$ cat config.mk
export PLATFORM = sky130hd
export DESIGN_NAME = tlrb_aib_rst_seq
export DESIGN_NICKNAME = d
export VERILOG_FILES = /design/src/rtl/tlrb_aib_rst_seq_pkg.sv /design/src/rtl/tlrb_aib_rst_seq_ch.sv /design/src/rtl/tlrb_aib_rst_seq.sv
export SDC_FILE = /design/constraint.sdc
export NUM_CORES = 1
export LEC_CHECK = 0
export ABC_AREA = 1
export BUFFER_PORTS_ARGS = -buffer_cell sky130_fd_sc_hd__buf_4
export CORE_UTILIZATION = 54
export CTS_BUF_LIST = sky130_fd_sc_hd__clkbuf_8
export DETAILED_ROUTE_END_ITERATION = 10
export GPL_ROUTABILITY_DRIVEN = 0
export HOLD_SLACK_MARGIN = 0.08
export PLACE_DENSITY = 0.88
export SYNTH_ARGS = -nofsm -noshare
export SYNTH_HDL_FRONTEND = slang
export SYNTH_SLANG_ARGS = --single-unit
$ cat constraint.sdc
create_clock -name clk -period 1.8 [get_ports clk]
set_input_delay 0.18 -clock clk [delete_from_list [all_inputs] [get_ports clk]]
set_output_delay 0.18 -clock clk [all_outputs]
set_load 0.05 [all_outputs]
$ cat src/rtl/tlrb_aib_rst_seq_pkg.sv
// Shared types and constants for the TLRB AIB PHY reset sequencer.
package tlrb_aib_rst_seq_pkg;

    typedef enum logic [2:0] {
        IDLE = 3'd0,
        GATE = 3'd1,
        IRST = 3'd2,
        RSTN = 3'd3,
        ADAP = 3'd4,
        UP   = 3'd5,
        ERR  = 3'd6
    } rst_st_e;

    // Error causes reported on err_code while a channel sits in ERR.
    localparam logic [1:0] ERR_GATE = 2'd0;
    localparam logic [1:0] ERR_RSTN = 2'd1;
    localparam logic [1:0] ERR_ADAP = 2'd2;
    localparam logic [1:0] ERR_DROP = 2'd3;

    // A channel is busy while it is actively walking the bring-up sequence.
    function automatic logic is_busy(input rst_st_e s);
        return (s == GATE) || (s == IRST) || (s == RSTN) || (s == ADAP);
    endfunction

endpackage

$ cat src/rtl/tlrb_aib_rst_seq_ch.sv
// One-channel bring-up FSM with its shared delay/timeout down-counter.
// The counter is loaded on state entry; a value of 1 means "last cycle in
// this state". A load of 0 (tmo_cycles=0) never reaches 1, so the wait
// states then wait forever.
module tlrb_aib_rst_seq_ch
    import tlrb_aib_rst_seq_pkg::*;
#(
    parameter int CNTW = 16
) (
    input  logic            clk,
    input  logic            rstn,
    input  logic            start,
    input  logic            chan_en,
    input  logic            err_clr,
    input  logic [CNTW-1:0] dly_cycles,
    input  logic [CNTW-1:0] tmo_cycles,
    input  logic            gate_ok,
    input  logic            rstn_out_s,
    input  logic            adap_rstn_out_s,
    output logic            adap_irstb,
    output logic            rstn_in,
    output logic            adap_rstn_in,
    output logic            link_up,
    output logic            err,
    output logic [1:0]      err_code,
    output rst_st_e         state
);

    rst_st_e         state_q, state_d;
    logic [CNTW-1:0] cnt_q, cnt_d;
    logic [1:0]      code_q, code_d;
    logic [CNTW-1:0] dly_eff;
    logic            last_cyc;

    assign dly_eff  = (dly_cycles == '0) ? CNTW'(1) : dly_cycles;
    assign last_cyc = (cnt_q == CNTW'(1));
    assign state    = state_q;

    // State, counter and cause registers.
    always_ff @(posedge clk) begin
        if (!rstn) begin
            state_q <= IDLE;
            cnt_q   <= '0;
            code_q  <= ERR_GATE;
        end else begin
            state_q <= state_d;
            cnt_q   <= cnt_d;
            code_q  <= code_d;
        end
    end

    // Next-state logic: chan_en beats err_clr beats success beats timeout.
    always_comb begin
        state_d = state_q;
        code_d  = code_q;
        cnt_d   = (cnt_q > CNTW'(1)) ? cnt_q - CNTW'(1) : cnt_q;
        if (!chan_en) begin
            state_d = IDLE;
            cnt_d   = '0;
            code_d  = ERR_GATE;
        end else begin
            case (state_q)
                IDLE: begin
                    if (start) begin
                        state_d = GATE;
                        cnt_d   = tmo_cycles;
                    end
                end
                GATE: begin
                    if (gate_ok) begin
                        state_d = IRST;
                        cnt_d   = dly_eff;
                    end else if (last_cyc) begin
                        state_d = ERR;
                        code_d  = ERR_GATE;
                    end
                end
                IRST: begin
                    if (last_cyc) begin
                        state_d = RSTN;
                        cnt_d   = tmo_cycles;
                    end
                end
                RSTN: begin
                    if (rstn_out_s) begin
                        state_d = ADAP;
                        cnt_d   = tmo_cycles;
                    end else if (last_cyc) begin
                        state_d = ERR;
                        code_d  = ERR_RSTN;
                    end
                end
                ADAP: begin
                    if (adap_rstn_out_s) begin
                        state_d = UP;
                        cnt_d   = '0;
                    end else if (last_cyc) begin
                        state_d = ERR;
                        code_d  = ERR_ADAP;
                    end
                end
                UP: begin
                    if (!rstn_out_s || !adap_rstn_out_s || !gate_ok) begin
                        state_d = ERR;
                        code_d  = ERR_DROP;
                    end
                end
                ERR: begin
                    if (err_clr) begin
                        state_d = IDLE;
                        cnt_d   = '0;
                        code_d  = ERR_GATE;
                    end
                end
                default: begin
                    state_d = IDLE;
                    cnt_d   = '0;
                    code_d  = ERR_GATE;
                end
            endcase
        end
    end

    // Outputs are decoded from the next state so they change with the state.
    always_ff @(posedge clk) begin
        if (!rstn) begin
            adap_irstb   <= 1'b0;
            rstn_in      <= 1'b0;
            adap_rstn_in <= 1'b0;
            link_up      <= 1'b0;
            err          <= 1'b0;
            err_code     <= 2'b00;
        end else begin
            adap_irstb   <= (state_d == RSTN) || (state_d == ADAP) || (state_d == UP);
            rstn_in      <= (state_d == RSTN) || (state_d == ADAP) || (state_d == UP);
            adap_rstn_in <= (state_d == ADAP) || (state_d == UP);
            link_up      <= (state_d == UP);
            err          <= (state_d == ERR);
            err_code     <= (state_d == ERR) ? code_d : 2'b00;
        end
    end

endmodule

$ cat src/rtl/tlrb_aib_rst_seq.sv
// Reset sequencer for the multi-channel TLRB AIB PHY: synchronizes the PHY
// status inputs, derives the master/slave gate and runs one FSM per channel.
module tlrb_aib_rst_seq
    import tlrb_aib_rst_seq_pkg::*;
#(
    parameter int NCH      = 2,
    parameter int CNTW     = 16,
    parameter int SYNC_STG = 2
) (
    input  logic             clk,
    input  logic             rstn,
    input  logic             ms_nsl,
    input  logic             start,
    input  logic [NCH-1:0]   chan_en,
    input  logic [NCH-1:0]   err_clr,
    input  logic [CNTW-1:0]  dly_cycles,
    input  logic [CNTW-1:0]  tmo_cycles,
    input  logic             por_out,
    input  logic             device_detect,
    input  logic [NCH-1:0]   rstn_out,
    input  logic [NCH-1:0]   adap_rstn_out,
    output logic [NCH-1:0]   adap_irstb,
    output logic [NCH-1:0]   rstn_in,
    output logic [NCH-1:0]   adap_rstn_in,
    output logic [NCH-1:0]   link_up,
    output logic [NCH-1:0]   err,
    output logic [2*NCH-1:0] err_code,
    output logic             busy
);

    localparam int SW = 2 + 2 * NCH;

    logic [SW-1:0]  sync_raw;
    logic [SW-1:0]  sync_q [SYNC_STG];
    logic [SW-1:0]  synced;
    logic           por_out_s;
    logic           device_detect_s;
    logic [NCH-1:0] rstn_out_s;
    logic [NCH-1:0] adap_rstn_out_s;
    logic           gate_ok;
    rst_st_e        ch_state [NCH];
    logic [NCH-1:0] ch_busy;

    assign sync_raw = {adap_rstn_out, rstn_out, device_detect, por_out};

    // Multi-flop synchronizer for all asynchronous PHY status inputs.
    always_ff @(posedge clk) begin
        if (!rstn) begin
            for (int i = 0; i < SYNC_STG; i++) sync_q[i] <= '0;
        end else begin
            sync_q[0] <= sync_raw;
            for (int i = 1; i < SYNC_STG; i++) sync_q[i] <= sync_q[i-1];
        end
    end

    assign synced          = sync_q[SYNC_STG-1];
    assign por_out_s       = synced[0];
    assign device_detect_s = synced[1];
    assign rstn_out_s      = synced[2 +: NCH];
    assign adap_rstn_out_s = synced[2+NCH +: NCH];

    // Master waits for POR release; slave waits for the remote device.
    assign gate_ok = ms_nsl ? ~por_out_s : device_detect_s;

    for (genvar g = 0; g < NCH; g++) begin : g_ch
        tlrb_aib_rst_seq_ch #(.CNTW(CNTW)) u_ch (
            .clk             (clk),
            .rstn            (rstn),
            .start           (start),
            .chan_en         (chan_en[g]),
            .err_clr         (err_clr[g]),
            .dly_cycles      (dly_cycles),
            .tmo_cycles      (tmo_cycles),
            .gate_ok         (gate_ok),
            .rstn_out_s      (rstn_out_s[g]),
            .adap_rstn_out_s (adap_rstn_out_s[g]),
            .adap_irstb      (adap_irstb[g]),
            .rstn_in         (rstn_in[g]),
            .adap_rstn_in    (adap_rstn_in[g]),
            .link_up         (link_up[g]),
            .err             (err[g]),
            .err_code        (err_code[2*g +: 2]),
            .state           (ch_state[g])
        );
        assign ch_busy[g] = is_busy(ch_state[g]);
    end

    assign busy = |ch_busy;

endmodule

==> results.ini <==
[drt]
wire_per_inst_um=15.49
wl_met3_mm=1.412
top_layer=met4
num_vias=5481
viasPerCell=5.721
ant_nets=0
met1_length_mm=5.729
routed-wl-met2_mm=6.907
first_pass_iters=5
drt-initial-drc-count=554
route.detailed.drc=0
drt_wl_total_mm=14.84

[sta]
setup_viol=0
fmax_mhz=562.5
fin_skew_ns=0.01044
slew_violations=0
hold_viol=0
relSlewSlack=0.6314
fin_crit_sh=0.9877
fin_crit_ns=1.778
holdWs_ns=0.1164
tightest_slew_ns=0.5516

[pwr]
pwr_density_cell_nw_per_um2=782.1
leakage_nw=2.987
peakVddDrop_mv=0.4422

[clock_tree]
clk_pin_slew_ns=0.08
htreeDepth=3
clockBufferDepth=2
insertion_delay_ns=0.35
clock-sinks=66
cts_tree=built
cts_made_buffers=9
root_buffer=clkbuf_8

[setup_path]
start_kind=register
worstReg2RegStart=g_ch[1].u_ch.cnt_q[10]
endpoint_kind=register
arrival_ns=2.00
r2r_slack_ns=0.02
cp_max_fo=6
worst_r2r_path_depth=9
reg2reg_to=g_ch[1].u_ch.cnt_q[4]
cp.required_ns=2.02
crit_type=reg -> reg

[synthesis]
syn_area_um2=4596
ys_warn_count=0
ys_seq_area_frac=0.2875
synth_nets=797
synthCells=747
ys_types=40
yosys.area.top_type=dfxtp_1
ys_ff_latch=66
syn-mean-instance-area_um2=6.152
synth.area.top_cells=dfxtp_1, nand2_1, nor2_1
synth_top_area_frac=0.2875

[place]
post-dp-hpwl_mm=10.56
io_buffers=60
place_area_um2=5299

[min_path]
min_to=g_ch[0].u_ch.state[0]
hold_depth=3
min-delay-start=chan_en[0]
hold_path_class=in -> reg

[flow_run]
timing.max_cap.violations=0

[floorplanning]
die_w_um=94.25
coreArea_um2=8217
io_pins=61
placementRows=33
start_util=0.5593
dieArea_um2=8883
fp.dieH_um=94.25

[finish]
final_cell_mix=nand2_1, nor2_1, buf_4
fin_area_um2=5914
fin_nets=898
drive_gt1_frac=0.2790
final_common_cell=nand2_1
num_antenna_cells=0
area.growth.synth_to_final_pct=28.70
post-route-util=0.7198

[global_routing]
grt_pass1_vias=4967
grt_max_degree=17
grt_overflow=0
grt_pass1_wl_mm=22.60
antenna_found_initial=0
grt_usage=0.3269

[outcome]
status=finished, final reports clean

-- worst max path at each step --
stage                                 from                       end  slack, ns  cells after the start
floorplan            g_ch[1].u_ch.cnt_q[0]     g_ch[1].u_ch.cnt_q[6]       0.14                     11
global placement     g_ch[1].u_ch.cnt_q[0]     g_ch[1].u_ch.cnt_q[8]     -0.008                     12
detailed placement   g_ch[1].u_ch.cnt_q[0]     g_ch[1].u_ch.cnt_q[8]      -0.08                     12
CTS                 g_ch[1].u_ch.cnt_q[12]     g_ch[1].u_ch.cnt_q[8]      -0.01                     12
global route         g_ch[0].u_ch.cnt_q[2]  g_ch[0].u_ch.err_code[0]      -0.06                     12
finish              g_ch[1].u_ch.cnt_q[10]     g_ch[1].u_ch.cnt_q[4]       0.02                      9
-- metrics by stage --
step	setup WS [ns]	TNS [ns]	power (mW)	instances
floorplan	0.1351	0	2.651	747
global placement	-0.007983	-0.007983	3.075	923
detailed placement	-0.07756	-0.5319	3.120	923
CTS	-0.01003	-0.01003	4.386	947
global route	-0.06264	-0.4287	4.863	958
finish	0.02210	0	4.626	958
-- registers in the layout, indices dropped and copies added, names as in the netlist --
signal / cells
g_ch.u_ch.adap_rstn_in: 2
g_ch.u_ch.adap_irstb: 2
g_ch.u_ch.state: 6
g_ch.u_ch.err: 2
g_ch.u_ch.link_up: 2
g_ch.u_ch.code_q: 4
g_ch.u_ch.cnt_q: 32
sync_q: 12
g_ch.u_ch.err_code: 4
-- cell type report --
cell class / count / area (um2)
Timing Repair Buffer: 113 / 892.1
Sequential cell: 66 / 1348
Clock inverter: 7 / 62.56
Multi-Input combinational cell: 559 / 2985
Clock buffer: 9 / 123.9
Fill cell: 665 / 2302
Tap cell: 105 / 131.4
Inverter: 99 / 371.6
-- power breakdown --
group	total (mW)	internal (mW)	switching (mW)
Combinational	1.77	0.719	1.05
Sequential	1.63	1.54	0.0873
Clock	1.23	0.625	0.606
-- critical path: stages, from the launching register on --
cell	delay [ns]
dfxtp_1	0.43
inv_1	0.08
nand3_2	0.12
nor2_4	0.07
buf_4	0.15
nand3_2	0.11
nand3_4	0.15
buf_4	0.19
a22oi_1	0.25
a21oi_1	0.11
-- cells by family after synthesis --
family	synth area share
and+or+nand+nor	0.4029
buffers and inverters	0.1127
AOI/OAI and AO/OA	0.1516
DFF	0.2875
xor gates and xnor gates	0.03431
adders and majority gates	0.01089
-- metal layers --
metal,vias up,track usage
met1,2462,0.4027
met4,0,0.1705
met2,339,0.5386
met3,88,0.05906
met5,-,0
li1,2592,-
-- synthesized netlist by cell type, drive strengths merged --
master     n
a21boi     1
a21o       2
a21oi     55
a22oi      9
a31oi      1
buf       16
clkbuf     7
dfxtp     66
ha         4
inv       99
nand2    184
nand3     52
nand3b     3
nand4     11
nor2     148
nor3      17
o2111ai    1
o211ai     3
o21ai     39
o21bai     2
o221ai     1
o22ai      2
o31ai      3
or2        3
xnor2      9
xor2       9
-- what timing repair did --
item / 4_1_cts / 5_1_grt
hold buffers: 6 / 0
endpoints found under the setup margin: 29 / 48
endpoints found under the hold margin: 6 / 0
setup buffers: 2 / 11
gates resized for setup: 8 / 82
pin swaps: 6 / 17
Note: power is estimated with default switching activity, not from simulation.
